===== src/rtl/ascon_rc_pkg.sv =====
// rtl/ascon_rc_pkg.sv - shared constants and state type for the Ascon round-constant sequencer
package ascon_rc_pkg;

   localparam int         MAX_ROUNDS = 12;
   localparam logic [7:0] RC_BASE    = 8'hF0;
   localparam logic [7:0] RC_STEP    = 8'd15;

   typedef enum logic {
      IDLE = 1'b0,
      RUN  = 1'b1
   } rc_state_t;

endpackage


===== src/rtl/rc_lane.sv =====
// rtl/rc_lane.sv - combinational Ascon round constant for one constant index
module rc_lane
   import ascon_rc_pkg::*;
(
   input  logic [4:0] idx_i,
   output logic [7:0] rc_o
);

   logic [7:0] step_prod;

   // c_i = 0xF0 - 15*i, all arithmetic modulo 256
   assign step_prod = RC_STEP * {3'b000, idx_i};
   assign rc_o      = RC_BASE - step_prod;

endmodule


===== src/rtl/roundconstant_seq.sv =====
// rtl/roundconstant_seq.sv - Ascon round-constant sequencer, UNROLL lanes per beat; optional abort_i under ROUNDCONST_ABORT_EN
module roundconstant_seq
   import ascon_rc_pkg::*;
#(
   parameter int UNROLL = 1
)
(
   input  logic                clk,
   input  logic                rst,
   input  logic                start_i,
   input  logic [4:0]          rounds_i,
   input  logic                adv_i,
`ifdef ROUNDCONST_ABORT_EN
   input  logic                abort_i,
`endif
   output logic                ready_o,
   output logic                vld_o,
   output logic [8*UNROLL-1:0] rc_o,
   output logic [UNROLL-1:0]   lane_vld_o,
   output logic [4:0]          idx_o,
   output logic                last_o,
   output logic                done_o,
   output logic                err_o
);

   localparam logic [4:0] UNROLL_W = 5'(UNROLL);
   localparam logic [4:0] MAX_W    = 5'(MAX_ROUNDS);

   rc_state_t  state_q, state_d;
   logic [4:0] idx_q, idx_d;
   logic [4:0] rem_q, rem_d;
   logic       done_q, done_d;
   logic       err_q, err_d;
   logic       run;
   logic       last;
   logic       legal;
   logic       abort;

`ifdef ROUNDCONST_ABORT_EN
   assign abort = abort_i;
`else
   assign abort = 1'b0;
`endif

   assign run   = (state_q == RUN);
   assign last  = run && (rem_q <= UNROLL_W);
   assign legal = (rounds_i != 5'd0) && (rounds_i <= MAX_W);

   // State, index and remaining-count registers; outputs derive only from these
   always_ff @(posedge clk) begin
      if (rst) begin
         state_q <= IDLE;
         idx_q   <= 5'd0;
         rem_q   <= 5'd0;
         done_q  <= 1'b0;
         err_q   <= 1'b0;
      end else begin
         state_q <= state_d;
         idx_q   <= idx_d;
         rem_q   <= rem_d;
         done_q  <= done_d;
         err_q   <= err_d;
      end
   end

   // Next-state: accept/reject starts in IDLE, step or finish beats in RUN
   always_comb begin
      state_d = state_q;
      idx_d   = idx_q;
      rem_d   = rem_q;
      done_d  = 1'b0;
      err_d   = 1'b0;
      case (state_q)
         IDLE: begin
            if (start_i) begin
               if (legal) begin
                  state_d = RUN;
                  idx_d   = MAX_W - rounds_i;
                  rem_d   = rounds_i;
               end else begin
                  err_d = 1'b1;
               end
            end
         end
         RUN: begin
            if (abort) begin
               state_d = IDLE;
            end else if (adv_i) begin
               if (last) begin
                  state_d = IDLE;
                  done_d  = 1'b1;
               end else begin
                  idx_d = idx_q + UNROLL_W;
                  rem_d = rem_q - UNROLL_W;
               end
            end
         end
         default: state_d = IDLE;
      endcase
   end

   // One constant generator per lane; lanes past the remaining count are masked to zero
   for (genvar k = 0; k < UNROLL; k++) begin : g_lane
      logic [7:0] lane_rc;
      logic       lane_on;

      rc_lane u_rc_lane (
         .idx_i (idx_q + 5'(k)),
         .rc_o  (lane_rc)
      );

      assign lane_on          = run && (rem_q > 5'(k));
      assign lane_vld_o[k]    = lane_on;
      assign rc_o[8*k +: 8]   = lane_on ? lane_rc : 8'h00;
   end

   assign ready_o = (state_q == IDLE);
   assign vld_o   = run;
   assign idx_o   = run ? idx_q : 5'd0;
   assign last_o  = last;
   assign done_o  = done_q;
   assign err_o   = err_q;

endmodule


===== config.mk =====
export PLATFORM = sky130hd
export DESIGN_NAME = roundconstant_seq
export DESIGN_NICKNAME = d
export VERILOG_FILES = /design/src/rtl/ascon_rc_pkg.sv /design/src/rtl/rc_lane.sv /design/src/rtl/roundconstant_seq.sv
export SDC_FILE = /design/constraint.sdc
export NUM_CORES = 1
export LEC_CHECK = 0
export BUFFER_PORTS_ARGS = -buffer_cell sky130_fd_sc_hd__buf_2
export CAP_MARGIN = 10
export CORE_MARGIN = 3
export CORE_UTILIZATION = 46
export DETAILED_ROUTE_END_ITERATION = 10
export PLACE_DENSITY = 0.68
export SLEW_MARGIN = 25
export SYNTH_ARGS = -nofsm -noshare
export SYNTH_HDL_FRONTEND = slang
export SYNTH_SLANG_ARGS = --single-unit

===== constraint.sdc =====
create_clock -name clk -period 7.6 [get_ports clk]
set_clock_uncertainty 0.2 [all_clocks]
set_input_delay 0 -clock clk [delete_from_list [all_inputs] [get_ports clk]]
set_output_delay 0 -clock clk [all_outputs]
set_load 0.02 [all_outputs]

# After elaboration in Yosys (flattened, before gate mapping)
# Cells that the tools add are included.
dict set report classes {
  addsub 4
  multipliers 1
  n_div 0
  n_lt_le_gt_ge 3
  n_eq_ne 4
  shifts 0
  n_mux 19
  bitwise 3
  n_reduce_logical 7
}
# cell n
set op_table {}
lappend op_table {{5-bit 2-to-1 mux} 9}
lappend op_table {{5-bit one-hot mux with 2 select lines} 2}
lappend op_table {{4-bit by 5-bit multiplier with 8-bit output, first input constant} 1}
lappend op_table {{8-bit 2-to-1 mux} 1}
lappend op_table {{8-bit subtractor, first input constant} 1}
lappend op_table {{1-bit 2-to-1 mux} 6}
lappend op_table {{2-bit inequality test, second input constant} 3}
lappend op_table {{3-bit OR reduction} 2}
lappend op_table {{5-bit by 1-bit adder with 5-bit output, second input constant} 1}
lappend op_table {{5-bit by 1-bit > comparator with 1-bit output, second input constant} 1}
lappend op_table {{5-bit by 1-bit less-or-equal comparator with 1-bit output, second input constant} 1}
lappend op_table {{5-bit by 4-bit less-or-equal comparator with 1-bit output, second input constant} 1}
lappend op_table {{5-bit nonzero test} 1}
lappend op_table {{4-bit by 5-bit subtractor with 5-bit output, first input constant} 1}
lappend op_table {{5-bit by 1-bit subtractor with 5-bit output, second input constant} 1}
lappend op_table {{4-bit AND reduction} 1}
lappend op_table {{1-bit logical AND} 3}
lappend op_table {{1-bit NOT} 3}
lappend op_table {{2-bit by 1-bit inequality test with 1-bit output, second input constant} 1}
lappend op_table {{1-bit one-hot mux with 2 select lines} 1}
dict set report word_totals {
  reg_bits 13
  latch_bits 0
  ramBits 0
  rom_bits 0
  input_bits 9
  output_inout_bits 19
  word_cells 46
  memories 0
}

# Logic depth before layout (Yosys ltp)
dict set report depth {
  depth_word 5
  depth_mapped 12
}

# Hierarchy
# From an unflattened synthesis, not the netlist that was laid out.
dict set report hier_totals {
  hier_cells 181
  area_unflattened_um2 1466.4
}
# module instances cells_each area_each_um2 seq_area_each_um2
set by_module_without_submodules {}
lappend by_module_without_submodules {roundconstant_seq 1 117 898.4 260.2}
lappend by_module_without_submodules {rc_lane 1 64 568.0 0.0}

# Worst setup path after synthesis
# Ideal clock, no wire load.
dict set report synth_path {
  path_type {register to output}
  start {register idx_q[2]}
  end {output rc_o[7]}
  t_arrival_ns 2.882
  path_slack_ns 4.518
  path_stages_with_launch 11
  n_path_buf 0
  cell_sequence {dfxtp_1 > inv_1 > fa_1 > ha_1 > fa_1 > inv_1 > ha_1 > o21ai_0 > o21bai_1 > a21oi_1 > mux2i_1}
}
dict set report synth_via {
  elab_chain_len 3
}
# item line
set synth_rtl {}
lappend synth_rtl {{start: declaration} roundconstant_seq.sv:30} ;# logic [4:0] idx_q, idx_d;
lappend synth_rtl {{start signal: assignment} roundconstant_seq.sv:59} ;# idx_q <= idx_d;
lappend synth_rtl {{4-bit by 5-bit multiplier with 8-bit output} rc_lane.sv:12} ;# assign step_prod = RC_STEP * {3'b000, idx_i};
lappend synth_rtl {{8-bit subtractor} rc_lane.sv:13} ;# assign rc_o = RC_BASE - step_prod;
lappend synth_rtl {{8-bit 2-to-1 mux} roundconstant_seq.sv:114} ;# assign rc_o[8*k +: 8] = lane_on ? lane_rc : 8'h00;
lappend synth_rtl {{end: declaration} roundconstant_seq.sv:18} ;# output logic [8*UNROLL-1:0] rc_o,
# No other way between the ends.

# Final worst setup path
# Same ends and word-level chain as after synthesis.

==> results.txt <==
* Result of the run: finished, final reports clean
- RD Place Congestion: 0.833
- Counting flops with an async set or reset pin after synthesis yields a share of 0.
* DRC violation total after the first TritonRoute iteration: 54
- The number of endpoints with negative hold slack in the final report is 0.
* Period utilisation layout: 0.462
* Time the final worst path needs with I/O delays and setup: 3.51 ns
- Max-cap violations: 0
- Standard-cell row count: 20
- Length of the first detailed-routing pass in iterations: 4
* Worst setup path startpoint: idx_q[2]$_SDFFE_PP0P_
- The detailed router placed 1,385 vias in this run.
- The repair_antennas step left the layout with diodes totalling 0.
- In this run the worst hold path is classified as in2reg.
- Number of synthesized flops with an enable pin: 0
* Max-slew violation count: 0
- H-Tree Depth: 1
* Register-to-register path setup slack: 5.21 ns
- Tightest hold margin: 0.0204 ns
* Headroom to the max-slew limit: 0.580
* Clock Path Buffers: 2
* Mean area per synthesized cell: 8.37 sq um
* Post-synth top cells: ha_1 (26), inv_1 (23), nor2_1 (18), dfxtp_1 (13), a21oi_1 (10)
- Initial antenna violation count: 0
* Maximum fanout along the worst path: 7
- The worst setup path is launched from a flip-flop.
- The mapped netlist covers 1490 sq um.
- Pin slew with the least headroom to its limit: 0.629 ns
- In the synthesized netlist the dominant register cell turns out to be dfxtp_1.
- Summed over all layers, the global routing overflow is 0.
- Setup repair after global routing missed its margin: no
- HPWL reported at the end of detailed placement: 2840 um
* CTS tree: built
- Req. time, crit path: 7.40 ns
- The tree is rooted in a clkbuf_4.
- Cell type contributing the most total cell area after synthesis: ha_1
- Across every metal layer, demand over resource in global routing totals 0.195.
- Number of clock sinks: 13
- The most common cell in the synthesized netlist is ha_1.
- Counting every net in the synthesized netlist gives 217.
- Power Density: 156 nW/um^2
- The netlist uses 46 different library cells.
* Top cell type's share of synthesized area: 0.218
* Sort of element at the end of the critical path: output pin
- Number of nets in the layout: 254
- Yosys printed 0 warnings.
- TritonCTS created 3 clock buffers.
* Number of primary I/O pins: 28
- The region available for standard cell placement spans 3080 sq um.
- Skew-Pair Late Insertion Delay: 0.30 ns
- Power comes to 278 uW.
* Post-synthesis instance total: 178
- Based on the critical path, the design can be clocked at up to 285 MHz.
- Final sum of negative setup slack: 0 ns
- The die covers 3960 sq um.
- The number of gates resized after CTS was 0.
* Starting density of the core: 0.484
* Clock input transition at the sequential cells of the worst setup and hold paths: 0.09 ns
- Via count of the first global-routing pass: 1,343
* Final setup violation count: 0
- In the final routed layout, each cell accounts on average for 14.0 um.
- Ranking of synthesized cells by area: ha_1 (22%), dfxtp_1 (17%), inv_1 (5.8%)
- Synth-to-layout area growth: 19.6%
- Counting tap cells, the placed design contains a total of 245 instances.
* Cell leakage power: 0.000860 uW
- The detail route stage leaves a number of antenna-violating nets equal to 0.
- Leaving out filler cells and counting taps, the final layout contains 258.
* Launch point of the worst reg-to-reg path: vld_o$_SDFF_PP0_
* Total of buffers placed on input and output ports: 27
- Number of DRC violations after detailed routing: 0
- After detailed routing, the number of vias per cell comes to 5.37.
* Critical path class: reg2out
- Share of final-layout standard cells stronger than drive strength 1: 0.192
* Launch instance of the worst min-delay path: rounds_i[3]
- At the worst endpoint, the arrival time is 3.31 ns.
* Max VDD drop: 79.7 uV
* Share of synthesized area occupied by flip-flops and latches: 0.175
- Final design utilization: 0.579
- Largest net degree at the start of global routing: 19
* Wire length of the first global-routing pass: 6290 um
* Die height: 62.9 um
- Synthesis-stage register bit count: 13
- Summed over all layers, the routed wires come to 3610 um.
* Die X: 62.9 um
through the flow:
stage / setup WS, ns / cell area (sq um)
2_1_floorplan: 4.52 / 1490
3_3_place_gp: 4.52 / 1660
3_5_place_dp: 4.42 / 1660
4_1_cts: 4.06 / 1780
5_1_grt: 3.87 / 1780
6_report: 4.09 / 1780
sequential cells by signal (all words and copies together), names as in the netlist:
signal  cells
done_o      1
idx_q       5
vld_o       1
rem_q       5
err_o       1
metal layers:
layer | wire length, um | global-route usage | part of all wire
met5 | 0 | 0 | 0
met4 | 44 | 0.0606 | 0.012
met3 | 225 | 0.0396 | 0.062
met2 | 1670 | 0.318 | 0.46
met1 | 1670 | 0.258 | 0.46
layout make-up:
class | count | area, sq um
fill | 303 | 1300
inverter | 23 | 86.3
clock buffer | 3 | 22.5
clock inverter | 1 | 5.00
sequential | 13 | 260
tap | 44 | 55.1
multi-input combinational | 138 | 1130
timing repair buffer | 36 | 225
worst max-delay path: stages, from the launching register on:
cell      delay [ns]
dfxtp_1         0.45
inv_1           0.16
fa_1            0.45
ha_1            0.29
inv_1           0.04
ha_1            0.33
ha_1            0.32
a211oi_1        0.28
o21bai_1        0.12
a21oi_1         0.21
mux2i_1         0.19
buf_2           0.18
power by group:
group / switching, uW / total (uW) / internal, uW
combinational: 82.1 / 149 / 66.5
clock: 27.5 / 47.2 / 19.6
sequential: 8.74 / 81.8 / 73.1
cell families (layout without fill, tap and decap cells):
| group | after synthesis | after routing | share of synthesized area |
|---|---|---|---|
| buffers and inverters | 27 | 63 | 0.0688 |
| and+or+nand+nor | 55 | 55 | 0.199 |
| DFF | 13 | 13 | 0.175 |
| AOI/OAI and AO/OA | 41 | 41 | 0.210 |
| muxes | 5 | 5 | 0.0344 |
| adders and majority gates | 30 | 30 | 0.272 |
| xor gates and xnor gates | 7 | 7 | 0.0411 |
what timing repair did:
| action | 4_1_cts | 5_1_grt |
|---|---|---|
| hold buffers | 9 | 0 |
| endpoints found under the hold margin | 11 | 0 |
| buffers inserted | 0 | 0 |
cell usage in the layout (no fill, tap or decap), drive strengths merged, types with 5 or more instances in the layout:
cell         synthesis  routed
inv                 23      23
dfxtp               13      13
dlygate4sd3          0       9
xnor2                5       5
ha                  26      26
a211oi               5       5
nor2                18      18
buf                  1      27
nand2                7       7
a21oi               10      10
nor3                 5       5
nand2b               5       5
worst paths after layout:
| check | cells after the start | endpoint |
|---|---|---|
| worst max-delay path | 11 | rc_o[7] |
| worst min-delay path | 4 | rem_q[3]$_SDFFE_PP0P_ |
| worst max register to register | 4 | idx_q[1]$_SDFFE_PP0P_ |
| worst min register to register | 2 | rem_q[1]$_SDFFE_PP0P_ |
Note: power is estimated with default switching activity, not from simulation.
